--- src/rtl/memory_adapter.sv ---
// Byte-serial adapter between the memory operator / instruction fetcher and the
// single 8-bit RAM/IO port: arbitrates, walks byte addresses, reassembles reads LE.
module memory_adapter (
   input  logic        clk_in,
   input  logic        rst_in,
   input  logic        rdy_in,
   input  logic        flush_pipline,
   input  logic        ma_have_mem_access_task,
   input  logic [31:0] ma_mem_access_addr,
   input  logic        ma_mem_access_rw,
   input  logic [1:0]  ma_mem_access_size,
   input  logic [31:0] ma_mem_access_data,
   output logic        ma_mem_access_task_done,
   output logic [31:0] ma_mem_access_data_out,
   input  logic        if_have_fetch_task,
   input  logic [31:0] if_fetch_addr,
   output logic        if_fetch_done,
   output logic [31:0] if_fetch_data,
   input  logic [7:0]  mem_din,
   output logic [7:0]  mem_dout,
   output logic [31:0] mem_a,
   output logic        mem_wr,
   input  logic        io_buffer_full
);

   typedef enum logic [1:0] {IDLE, READ, WRITE, DONE} state_t;

   function automatic logic [1:0] last_index(input logic [1:0] size);
      case (size)
         2'b00:   return 2'd0;
         2'b01:   return 2'd1;
         default: return 2'd3;
      endcase
   endfunction

   function automatic logic [31:0] put_byte(input logic [31:0] word, input logic [1:0] idx,
                                            input logic [7:0] b);
      logic [31:0] r;
      r = word;
      r[{idx, 3'b000} +: 8] = b;
      return r;
   endfunction

   state_t      state;
   logic [1:0]  k;
   logic [1:0]  last_k;
   logic [31:0] base;
   logic [31:0] wdata;
   logic [31:0] result;
   logic        src_if;
   logic        issuing;
   logic        rd_vld_p1;
   logic [1:0]  rd_k_p1;
   logic        wr_q;

   logic        io_stall;
   logic [1:0]  k_inc;
   logic [31:0] res_next;

   // A write into IO space while the UART buffer is full is held off this cycle
   // and retried; rdy_in low also suppresses the strobe, so both gate it here.
   assign io_stall = (state == WRITE) && wr_q && io_buffer_full && (mem_a >= 32'h0003_0000);
   assign mem_wr   = wr_q && rdy_in && !io_stall;
   assign k_inc    = k + 2'd1;
   assign res_next = put_byte(result, rd_k_p1, mem_din);

   always_ff @(posedge clk_in) begin
      if (rst_in) begin
         state                   <= IDLE;
         k                       <= 2'd0;
         last_k                  <= 2'd0;
         base                    <= 32'd0;
         wdata                   <= 32'd0;
         result                  <= 32'd0;
         src_if                  <= 1'b0;
         issuing                 <= 1'b0;
         rd_vld_p1               <= 1'b0;
         rd_k_p1                 <= 2'd0;
         wr_q                    <= 1'b0;
         mem_a                   <= 32'd0;
         mem_dout                <= 8'd0;
         ma_mem_access_task_done <= 1'b0;
         ma_mem_access_data_out  <= 32'd0;
         if_fetch_done           <= 1'b0;
         if_fetch_data           <= 32'd0;
      end else if (!rdy_in) begin
         // The byte due on mem_din this cycle is lost: rewind to re-present its address.
         if (state == READ && rd_vld_p1) begin
            mem_a     <= base + {30'd0, rd_k_p1};
            k         <= rd_k_p1;
            issuing   <= 1'b1;
            rd_vld_p1 <= 1'b0;
         end
      end else begin
         case (state)
            IDLE: begin
               if (ma_have_mem_access_task) begin
                  base      <= ma_mem_access_addr;
                  wdata     <= ma_mem_access_data;
                  last_k    <= last_index(ma_mem_access_size);
                  src_if    <= 1'b0;
                  result    <= 32'd0;
                  k         <= 2'd0;
                  rd_vld_p1 <= 1'b0;
                  mem_a     <= ma_mem_access_addr;
                  if (ma_mem_access_rw) begin
                     state    <= WRITE;
                     mem_dout <= ma_mem_access_data[7:0];
                     wr_q     <= 1'b1;
                     issuing  <= 1'b0;
                  end else begin
                     state   <= READ;
                     issuing <= 1'b1;
                  end
               end else if (if_have_fetch_task && !flush_pipline) begin
                  base      <= if_fetch_addr;
                  last_k    <= 2'd3;
                  src_if    <= 1'b1;
                  result    <= 32'd0;
                  k         <= 2'd0;
                  rd_vld_p1 <= 1'b0;
                  issuing   <= 1'b1;
                  mem_a     <= if_fetch_addr;
                  state     <= READ;
               end
            end
            READ: begin
               if (flush_pipline) begin
                  state     <= IDLE;
                  issuing   <= 1'b0;
                  rd_vld_p1 <= 1'b0;
                  k         <= 2'd0;
               end else begin
                  // Capture stage: mem_din carries the byte addressed last cycle.
                  if (rd_vld_p1)
                     result <= res_next;
                  if (issuing) begin
                     rd_vld_p1 <= 1'b1;
                     rd_k_p1   <= k;
                     if (k == last_k) begin
                        issuing <= 1'b0;
                     end else begin
                        k     <= k_inc;
                        mem_a <= base + {30'd0, k_inc};
                     end
                  end else begin
                     rd_vld_p1 <= 1'b0;
                  end
                  if (rd_vld_p1 && rd_k_p1 == last_k) begin
                     state <= DONE;
                     if (src_if) begin
                        if_fetch_done <= 1'b1;
                        if_fetch_data <= res_next;
                     end else begin
                        ma_mem_access_task_done <= 1'b1;
                        ma_mem_access_data_out  <= res_next;
                     end
                  end
               end
            end
            WRITE: begin
               if (!io_stall) begin
                  if (k == last_k) begin
                     state                   <= DONE;
                     wr_q                    <= 1'b0;
                     ma_mem_access_task_done <= 1'b1;
                     ma_mem_access_data_out  <= result;
                  end else begin
                     k        <= k_inc;
                     mem_a    <= base + {30'd0, k_inc};
                     mem_dout <= wdata[{k_inc, 3'b000} +: 8];
                  end
               end
            end
            DONE: begin
               ma_mem_access_task_done <= 1'b0;
               if_fetch_done           <= 1'b0;
               k                       <= 2'd0;
               state                   <= IDLE;
            end
            default: state <= IDLE;
         endcase
      end
   end

endmodule

--- config.mk ---
export PLATFORM = sky130hd
export DESIGN_NAME = memory_adapter
export DESIGN_NICKNAME = d
export VERILOG_FILES = /design/src/rtl/memory_adapter.sv
export SDC_FILE = /design/constraint.sdc
export NUM_CORES = 1
export LEC_CHECK = 0
export ABC_AREA = 1
export BUFFER_PORTS_ARGS = -buffer_cell sky130_fd_sc_hd__clkbuf_2
export CAP_MARGIN = 25
export CORE_ASPECT_RATIO = 1.5
export CORE_MARGIN = 10
export CORE_UTILIZATION = 27
export CTS_BUF_LIST = sky130_fd_sc_hd__clkbuf_4 sky130_fd_sc_hd__clkbuf_8 sky130_fd_sc_hd__clkbuf_16
export DETAILED_ROUTE_END_ITERATION = 10
export SYNTH_ARGS = -nofsm -noshare
export SYNTH_HDL_FRONTEND = slang
export SYNTH_SLANG_ARGS = --single-unit
--- constraint.sdc ---
create_clock -name clk_in -period 2.4 [get_ports clk_in]
set_clock_uncertainty 0.05 [all_clocks]
set_input_delay 0.12 -clock clk_in [delete_from_list [all_inputs] [get_ports clk_in]]
set_output_delay 0.12 -clock clk_in [all_outputs]
set_load 0.01 [all_outputs]
* Word level (Yosys, flattened, before mapping)
Index checks and enable logic that the tools add are counted.
W data, S select, Z words.
** Word-level totals
- Register bits :: 214
- Input port bits :: 114
- Output and inout port bits :: 107
- Logic and storage cells :: 162
** Operators by class
- Add/subtract/negate cells :: 4
- $lt $le $gt $ge :: 1
- Eq/ne operators :: 25
- Shift operators :: 3
- Mux-type cells :: 78
- Bitwise operators :: 1
- Reduce and logical (&&, ||, !) cells :: 33
** Operators by type and width (number)
- $mux W32 :: 17
- $pmux W32 S2 :: 2
- $pmux W32 S3 :: 1
- $add A32 B2 Y32 :: 2
- $mux W2 :: 17
- $bwmux W32 :: 1
- $ge A32 B18 Y1 const B :: 1
- $mux W8 :: 4
- $shift A8 B7 Y32 const A :: 1
- $shiftx A32 B6 Y8 :: 1
- $shiftx A8 B7 Y32 :: 1
- $mux W1 :: 27
- $reduce_and A5 Y1 :: 4
- $reduce_and A6 Y1 :: 3
- $ne A2 B2 Y1 const B :: 8
- $pmux W2 S4 :: 2
- $pmux W8 S2 :: 1
- $reduce_and A7 Y1 :: 2
- $ne A3 B3 Y1 const B :: 4
- $reduce_bool A2 Y1 :: 6
- $reduce_and A3 Y1 :: 3
- $logic_and A1 B1 Y1 :: 8
- $ne A4 B4 Y1 const B :: 2
- $pmux W1 S2 :: 4
- 16 further kinds :: 23

* Depth between registers and ports, before layout
Gate-level depths: netlist of the first run.
- Word-level depth :: 7
- Depth in mapped cells :: 16
- Depth with buffers taken out :: 15

* Least setup slack after synthesis of the first run
OpenSTA, ideal clock, no wires.
- Path kind :: register to register
- Start point :: register k[0]
- End point :: register mem_a[31]
- Setup time :: 0.109 ns
- Data arrival time :: 1.982 ns
- Required time :: 2.241 ns
- Path slack :: 0.259 ns
- Cell stages (with the launch flop) :: 16
- Path buffers :: 1
- Period minus slack after synthesis :: 2.141 ns
- Cell sequence :: dfxtp_1 > buf_4 > nor2_2 > nor2_4 > ha_1 > nand3_1 > nand2_1 > nand2_1 > nor2_4 > nand2_1 > nand2_1 > nand2_1 > nand2_1 > nand3_1 > nand2_1 > inv_1
** On the way
- Word-level cells in the longest chain between the ends :: 7
- Elaborated cells between the ends (all ways) :: 9
- Classes of those cells :: 2 x add/sub; 1 x eq/ne; 6 x mux
** Ends and longest elaborated chain
- start: declaration :: line 45 : logic [1:0] k;
- start signal: assignment :: line 90 : k <= rd_k_p1;
- start signal: assignment :: line 143 : k <= k_inc;
- start signal: assignment :: line 169 : k <= k_inc;
- $add A2 B1 Y2 :: line 64 : assign k_inc = k + 2'd1;
- $add A32 B2 Y32 :: line 144, 170
- $mux W32 * :: line 140, 163
- $mux W32 :: line 137 : if (issuing) begin
- $mux W32 :: line 128 : if (flush_pipline) begin
- $pmux W32 S3 * :: line 95 : case (state)
- $mux W32 * :: line 86 : end else if (!rdy_in) begin
- end signal: assignment :: line 89 : mem_a <= base + {30'd0, rd_k_p1};
- end signal: assignment :: line 105 : mem_a <= ma_mem_access_addr;
- end signal: assignment :: line 144 : mem_a <= base + {30'd0, k_inc};
- end: declaration :: line 21 : output logic [31:0] mem_a,
Every way passes the cells marked *; elsewhere a longest branch is shown, timed or not. The select of a mux whose other input is x is not followed.
A chain may end at the register's enable or synchronous reset.

* Final worst setup path of the first run
- Start point :: register rd_k_p1[0]
- End point :: register mem_a[6]
** On the way
- Word-level cells in the longest chain between the ends :: 3
** Ends and longest elaborated chain
- start: declaration :: line 53 : logic [1:0] rd_k_p1;
- start signal: assignment :: line 139 : rd_k_p1 <= k;
- $add A32 B2 Y32 :: line 89
- $mux W32 :: line 88 : if (state == READ && rd_vld_p1) begin
- $mux W32 :: line 86
- end signal: assignment :: line 89
- end signal: assignment :: line 105
- end signal: assignment :: line 123 : mem_a <= if_fetch_addr;
Every way passes these cells. The select of a mux whose other input is x is not followed.

==> results of run 1 <==
worst min-delay path by stage:
stage,from,end,cells after the start
detailed placement,ma_mem_access_data[11],wdata[11],3
CTS,ma_mem_access_rw,issuing,6
floorplan,ma_mem_access_data[10],wdata[10],2
finish,if_fetch_addr[3],base[3],5
global placement,ma_mem_access_data[11],wdata[11],3
global route,if_fetch_addr[6],base[6],5
logic make-up after synthesis:
| family | after synthesis | share of synthesized area [%] |
|---|---|---|
| compound gates | 357 | 16.1 |
| xor+xnor | 5 | 0.370 |
| fa+ha+maj | 15 | 1.71 |
| buf+inv | 233 | 8.42 |
| flops | 214 | 36.2 |
| mux | 18 | 1.52 |
| simple gates | 999 | 35.6 |
per-layer routing:
layer	vias up	share of wire, %	global-route usage [%]
met2	423	52	30.7
met3	108	5.9	2.61
met4	0	5.2	8.48
met1	5912	37	17.4
li1	6459	-	-
met5	-	0	0
state kept, by name, summed over array words and instances, names as in the netlist:
signal	flops
src_if	1
k	2
mem_dout	8
wr_q	1
result	32
if_fetch_data	32
issuing	1
last_k	2
mem_a	32
wdata	32
rd_vld_p1	1
ma_mem_access_data_out	32
state	2
if_fetch_done	1
ma_mem_access_task_done	1
base	32
rd_k_p1	2
where the power goes:
| group | switching, mW | leakage, nW | total (mW) | internal (mW) |
|---|---|---|---|---|
| Combinational | 1.73 | 4.60 | 2.70 | 0.967 |
| Clock | 1.61 | 0.416 | 3.96 | 2.35 |
| Sequential | 0.300 | 1.75 | 4.21 | 3.91 |
repair_timing:
action | 4_1_cts | 5_1_grt
gates resized for setup | 0 | 6
hold buffers | 49 | 0
endpoints found under the hold margin | 54 | 0
endpoints found under the setup margin | 0 | 7
per-stage QoR:
| stage | instance area [µm²] | std cells |
|---|---|---|
| floorplan | 11800 | 1841 |
| CTS | 15000 | 2677 |
| global placement | 13600 | 2585 |
| detailed placement | 13600 | 2585 |
| finish | 15000 | 2678 |
| global route | 15000 | 2678 |
worst max-delay path, stage by stage, from the launching register on:
cell and delay, ns:
dfxtp_1 0.45, ha_1 0.21, inv_1 0.05, fa_1 0.43, nor2_4 0.18, nand2_2 0.11, o21ai_0 0.27, o211ai_1 0.19
nor2_1 0.15, nor2_1 0.05
cell type report:
cell class / instances / area (µm²) / area share [%]
clock inverter: 13 / 163 / 1.09
multi-input combinational: 1394 / 6580 / 43.9
timing repair buffer: 318 / 2030 / 13.6
clock buffer: 30 / 682 / 4.55
inverter: 138 / 523 / 3.49
sequential: 214 / 4290 / 28.6
tap: 570 / 713 / 4.76
antenna: 1 / 2.50 / 0.0167
layout by cell type, fill, tap and decap left out, types with 6 or more instances in the layout:
master,instances
nand4_1,20
nor2_2,10
dlygate4sd3_1,49
nor2_4,13
o21ai_1,7
o21ai_0,194
a21oi_1,102
inv_1,123
buf_12,6
clkbuf_16,25
nand2_2,9
dfxtp_1,213
clkbuf_2,220
nand2_1,388
ha_1,12
nor3_1,7
nor2_1,406
mux2i_1,18
buf_4,43
inv_2,12
a22oi_1,32
nand3_1,108
a31oi_1,6
or2_2,28
o211ai_1,7
cell usage after synthesis (4+ instances only):
| cell | count | area, µm² |
|---|---|---|
| a31oi_1 | 6 | 37.5 |
| a21oi_1 | 102 | 510 |
| nand4_1 | 20 | 125 |
| buf_4 | 6 | 45.0 |
| o22ai_1 | 4 | 25.0 |
| buf_2 | 29 | 145 |
| buf_1 | 7 | 26.3 |
| ha_1 | 13 | 163 |
| nand3_1 | 108 | 541 |
| xor2_1 | 4 | 35.0 |
| a22oi_1 | 32 | 240 |
| buf_6 | 8 | 90.1 |
| nand2_1 | 388 | 1460 |
| nor3_1 | 8 | 40.0 |
| o211ai_1 | 7 | 52.6 |
| nor2_1 | 407 | 1530 |
| or2_2 | 28 | 175 |
| inv_2 | 12 | 45.0 |
| clkbuf_1 | 45 | 169 |
| nor2_4 | 12 | 135 |
| mux2i_1 | 18 | 180 |
| o21ai_1 | 6 | 30.0 |
| nor2_2 | 10 | 62.6 |
| o21ai_0 | 196 | 981 |
| dfxtp_1 | 214 | 4280 |
| inv_1 | 124 | 465 |
| nand2_2 | 9 | 56.3 |
==> flow_summary.ini, run 1 <==
[run_status]
status = finished, final reports clean

[yosys]
syn-instance-count = 1841
synth_ff_type = dfxtp_1
yosysWarnings = 0
synth_nets = 1970
ys_async_sr_fraction_pct = 0
seq_area_frac_synth_pct = 36.2
synth.distinct_cells = 41
ys_seq_elements = 214
syn_area_mm2 = 0.0118
syn_avg_cell_area_um2 = 6.43
synth_edf_count = 0

[cts]
clkLatencyLatePin_ns = 0.54
cts_root_buffer = clkbuf_16
clock-sinks = 214
cts_tree = built
postCtsSetupRepairBufs = 0
cts_buffers = 24
cts.clk_slew.worst_paths_ns = 0.06
cts_htree_levels = 1
cts_buffer_depth = 3

[critical_path]
cp.arrival_ns = 2.62
r2r-end = mem_a[6]
worstSetupEndpointType = register
critPathLaunchType = register
required_ns = 2.77
worstPathMaxFanout = 6
reg2reg_slack_ns = 0.15
cp-startpoint = rd_k_p1[0]
rr_startpoint = rd_k_p1[0]
worst_r2r_path_depth = 9
crit_path_end = mem_a[6]
criticalPathCategory = reg -> reg

[final_layout]
fin_util_pct = 34.7
drive_gt1_share_pct = 18.8
finalNetCount = 2219
area_growth_syn_to_layout_pct = 26.6
fill_cells = 4716

[timing]
whs_ns = 0.00562
rsz0062_at_grt = no
fmax_mhz = 445
finalCritPeriodShare_pct = 93.7
finalSetupViolations = 0
finalWorstSetupSlack_ns = 0.151
slew_viol_final = 0
tightest_slew_ns = 0.658
setup_tns_ns = 0
relSlewSlack_pct = 55.7
min_period_ns = 2.25
hold_viol = 0

[grt]
antenna_found_initial = 1
grtUsageTotal_pct = 16.6
grt_first_pass_wirelength_um = 70100
overflow = 0
grt_pass1_vias = 12593
grt_max_degree = 87

[floorplanning]
ioPinCount = 221
die-area_mm2 = 0.0528
die_w_um = 191
core_area_mm2 = 0.0432
row_count = 93
start_util_pct = 27.4
fp.dieH_um = 276

[detailed_routing]
drtPass1Iterations = 7
via_per_inst = 4.82
drt_iter0_drc = 748
drt-wirelength-per-cell_um = 17.2
drt_wl_total_um = 46000
drc = 0
num_vias = 12902
postRouteAntennaNets = 0

[placement]
preCtsSetupSlack_ns = 0.0792
io_buffers = 220
dp_hpwl_um = 34600
gp_congestion = 0.926

[pwr]
finalPower_mw = 10.9
p_leak_nw = 6.76
power.density_mw_per_mm2 = 726
ir_drop_uv = 392

[min_path]
hold_class = in -> reg

[flow_run]
maxCapViolations = 0
(Power assumes the default switching activity.)
==> run 2: changes to the inputs <==
Settings changed: ABC_AREA 1 to not set.
==> run 2 against run 1 <==
Compared with the run above: core utilization increased by 3.1 points; sequential share of layout area shrank 0.92 points; sequential cell count did not move; register-to-register slack lost 0.09 ns; sequential power is 4% lower; die area down 5.3%; non-clock buffer count up 120; power shrank 1.2%; combinational power increased by 4%; design area is 3.4% higher; highest routed layer is now met5.
==> flow_summary.ini, run 2 <==
[timing]
min_period_ns = 2.34
finalWorstSetupSlack_ns = 0.0616
slew_viol_final = 0
finalCritPeriodShare_pct = 97.4
fmax_mhz = 428
rsz0062_at_grt = yes
tightest_slew_ns = 1.01
finalSetupViolations = 0
relSlewSlack_pct = 32.8
hold_viol = 0

[floorplanning]
die-area_mm2 = 0.0500
row_count = 91
start_util_pct = 27.2
ioPinCount = 221
die_w_um = 186
core_area_mm2 = 0.0410
fp.dieH_um = 269

[final_layout]
stdcell_count = 2240
finalNetCount = 1842
fin_area_mm2 = 0.0155
multiInputGateArea_mm2 = 0.00649
fill_cells = 4083
regArea_mm2 = 0.00429
fin_util_pct = 37.8
area_growth_syn_to_layout_pct = 39.1
drive_gt1_share_pct = 26.1
mostFrequentLayoutCell = clkbuf_2
layout_common_cells = clkbuf_2, dfxtp_1, nand2_1

[critical_path]
rr_startpoint = k[0]
path_buf_inv = 1
criticalPathCategory = reg -> reg
r2r-end = mem_a[27]
worstSetupEndpointType = register
worst_r2r_path_depth = 9
cp_slowest_cell = dfxtp_2
cpPeakStageDelay_ns = 0.35
cp_cell_sequence = xor2_2 -> ha_1 -> a21oi_2 -> nor4_1 -> buf_4 -> nor2b_2 -> xor2_1 -> a221oi_2 -> a21oi_1
required_ns = 2.76
critPathLaunchType = register
crit_path_end = mem_a[27]
cp-startpoint = k[0]
reg2reg_slack_ns = 0.06
critPathTopFamily = compound AO/OA/AOI/OAI gates
worstPathMaxFanout = 3
cp.arrival_ns = 2.70
worstSetupPathDepth = 9

[placement]
io_buffers = 220
dpl_cell_area_mm2 = 0.0134
dp_hpwl_um = 30700
preCtsSetupSlack_ns = -0.0338
dp_cells = 2087
gp_congestion = 0.937

[grt]
grtUsageTotal_pct = 16.6
grt_pass1_vias = 11374
grt_max_degree = 178
antenna_found_initial = 2
overflow = 0
grt_first_pass_wirelength_um = 65700

[cts]
clock-sinks = 214
cts_buffers = 25
cts_buffer_depth = 3
cts.clk_slew.worst_paths_ns = 0.06
clkLatencyLatePin_ns = 0.54
cts_tree = built
cts_root_buffer = clkbuf_16
cts_htree_levels = 1

[yosys]
syn_avg_cell_area_um2 = 8.17
synth_common_cells = dfxtp_1, nand2_1, nor2_1
synth.most_common_cell = dfxtp_1
synth_edf_count = 0
synth_mux_area_share_pct = 9.69
synth_nets = 1494
synthXorXnorAreaFrac_pct = 2.99
ys_async_sr_fraction_pct = 0
syn-instance-count = 1365
yosysWarnings = 0
synth.distinct_cells = 76
synth_area_leaders = dfxtp_1, mux2i_1, a21oi_1
syn_area_mm2 = 0.0111
synth_adder_area_share_pct = 1.82
synth_ff_type = dfxtp_1
synth-simple-area-share_pct = 21.3
ys_seq_elements = 214
yosysTopAreaCell = dfxtp_1
synth_top_cell_area_share_pct = 38.4
seq_area_frac_synth_pct = 38.4
synth_compound_area_share_pct = 20.6
synth_top_family_by_area = simple AND/OR/NAND/NOR gates

[pwr]
power.density_mw_per_mm2 = 693
ir_drop_uv = 421
p_leak_nw = 6.11

[detailed_routing]
drt_wl_total_um = 44500
drtPass1Iterations = 5
num_vias = 11576
drt_iter0_drc = 797
drc = 0
postRouteAntennaNets = 0
via_per_inst = 5.17
drt-wirelength-per-cell_um = 19.9

[min_path]
hold_class = in -> reg
hold_path_startpoint = if_fetch_addr[11]

[flow_run]
maxCapViolations = 0

[run_status]
status = finished, final reports clean
[run 2: changes by cell type in the layout (fill, tap and decap cells not counted), sizes merged, moves of 36 or more]
cell	before	now
a211oi	1	72
nand2	398	175
nand3	110	23
nor2b	0	37
nor2	430	153
o21ai	202	70
inv	138	16
or3	0	36
dlygate4sd3	49	98
buf	49	118
a21oi	102	140
mux2i	18	82
[run 2: what timing repair did]
item,CTS,global route
hold buffers,98,0
gates cloned,0,4
resized for setup,5,44
setup buffers,2,6
pin swaps,0,10
endpoints found under the hold margin,68,0
endpoints found under the setup margin,6,104
[run 2: kinds of logic after synthesis]
logic type,after synthesis
mux,97
compound gates,364
simple gates,504
xor+xnor,38
fa+ha+maj,15
flops,214
buf+inv,133
[run 2: metal layers]
| metal | track usage (%) | wire, µm |
|---|---|---|
| met5 | 0 | 12 |
| met4 | 8.15 | 2070 |
| met3 | 2.47 | 2490 |
| met2 | 30.6 | 23200 |
| met1 | 18.1 | 16700 |
[run 2: layout make-up]
type,count,area share [%]
Tap cell,511,4.13
Multi-Input combinational cell,1018,41.9
Sequential cell,214,27.7
Antenna cell,1,0.0161
Clock inverter,10,0.783
Clock buffer,32,4.54
Timing Repair Buffer,438,20.6
Inverter,16,0.388
[run 2: worst min path at each step]
| stage | cells after the start | slack [ns] | endpoint |
|---|---|---|---|
| floorplan | 2 | 0.21 | wdata[0] |
| global placement | 3 | 0.30 | wdata[8] |
| detailed placement | 3 | 0.31 | wdata[13] |
| CTS | 3 | 0.002 | base[30] |
| global route | 3 | 0.008 | base[2] |
| finish | 3 | 0.005 | base[11] |
[run 2: stage by stage]
step	total power, mW	hold WS, ns	TNS [ns]
final	10.7	0.00525	0
after global routing	11.2	0.00768	-0.127
after CTS	10.7	0.00157	0
after detailed placement	6.62	0.307	-0.0365
after global placement	6.60	0.301	-0.107
after floorplan	5.50	0.206	0
[run 2: power breakdown]
group          internal, mW  switching, mW
Sequential             3.82          0.242
Combinational          1.21           1.62
Clock                  2.28           1.58
[run 2: worst min-delay path, cell delays in order]
cell and delay [ns]:
clkbuf_2 0.08, mux2i_1 0.22, a211oi_1 0.12
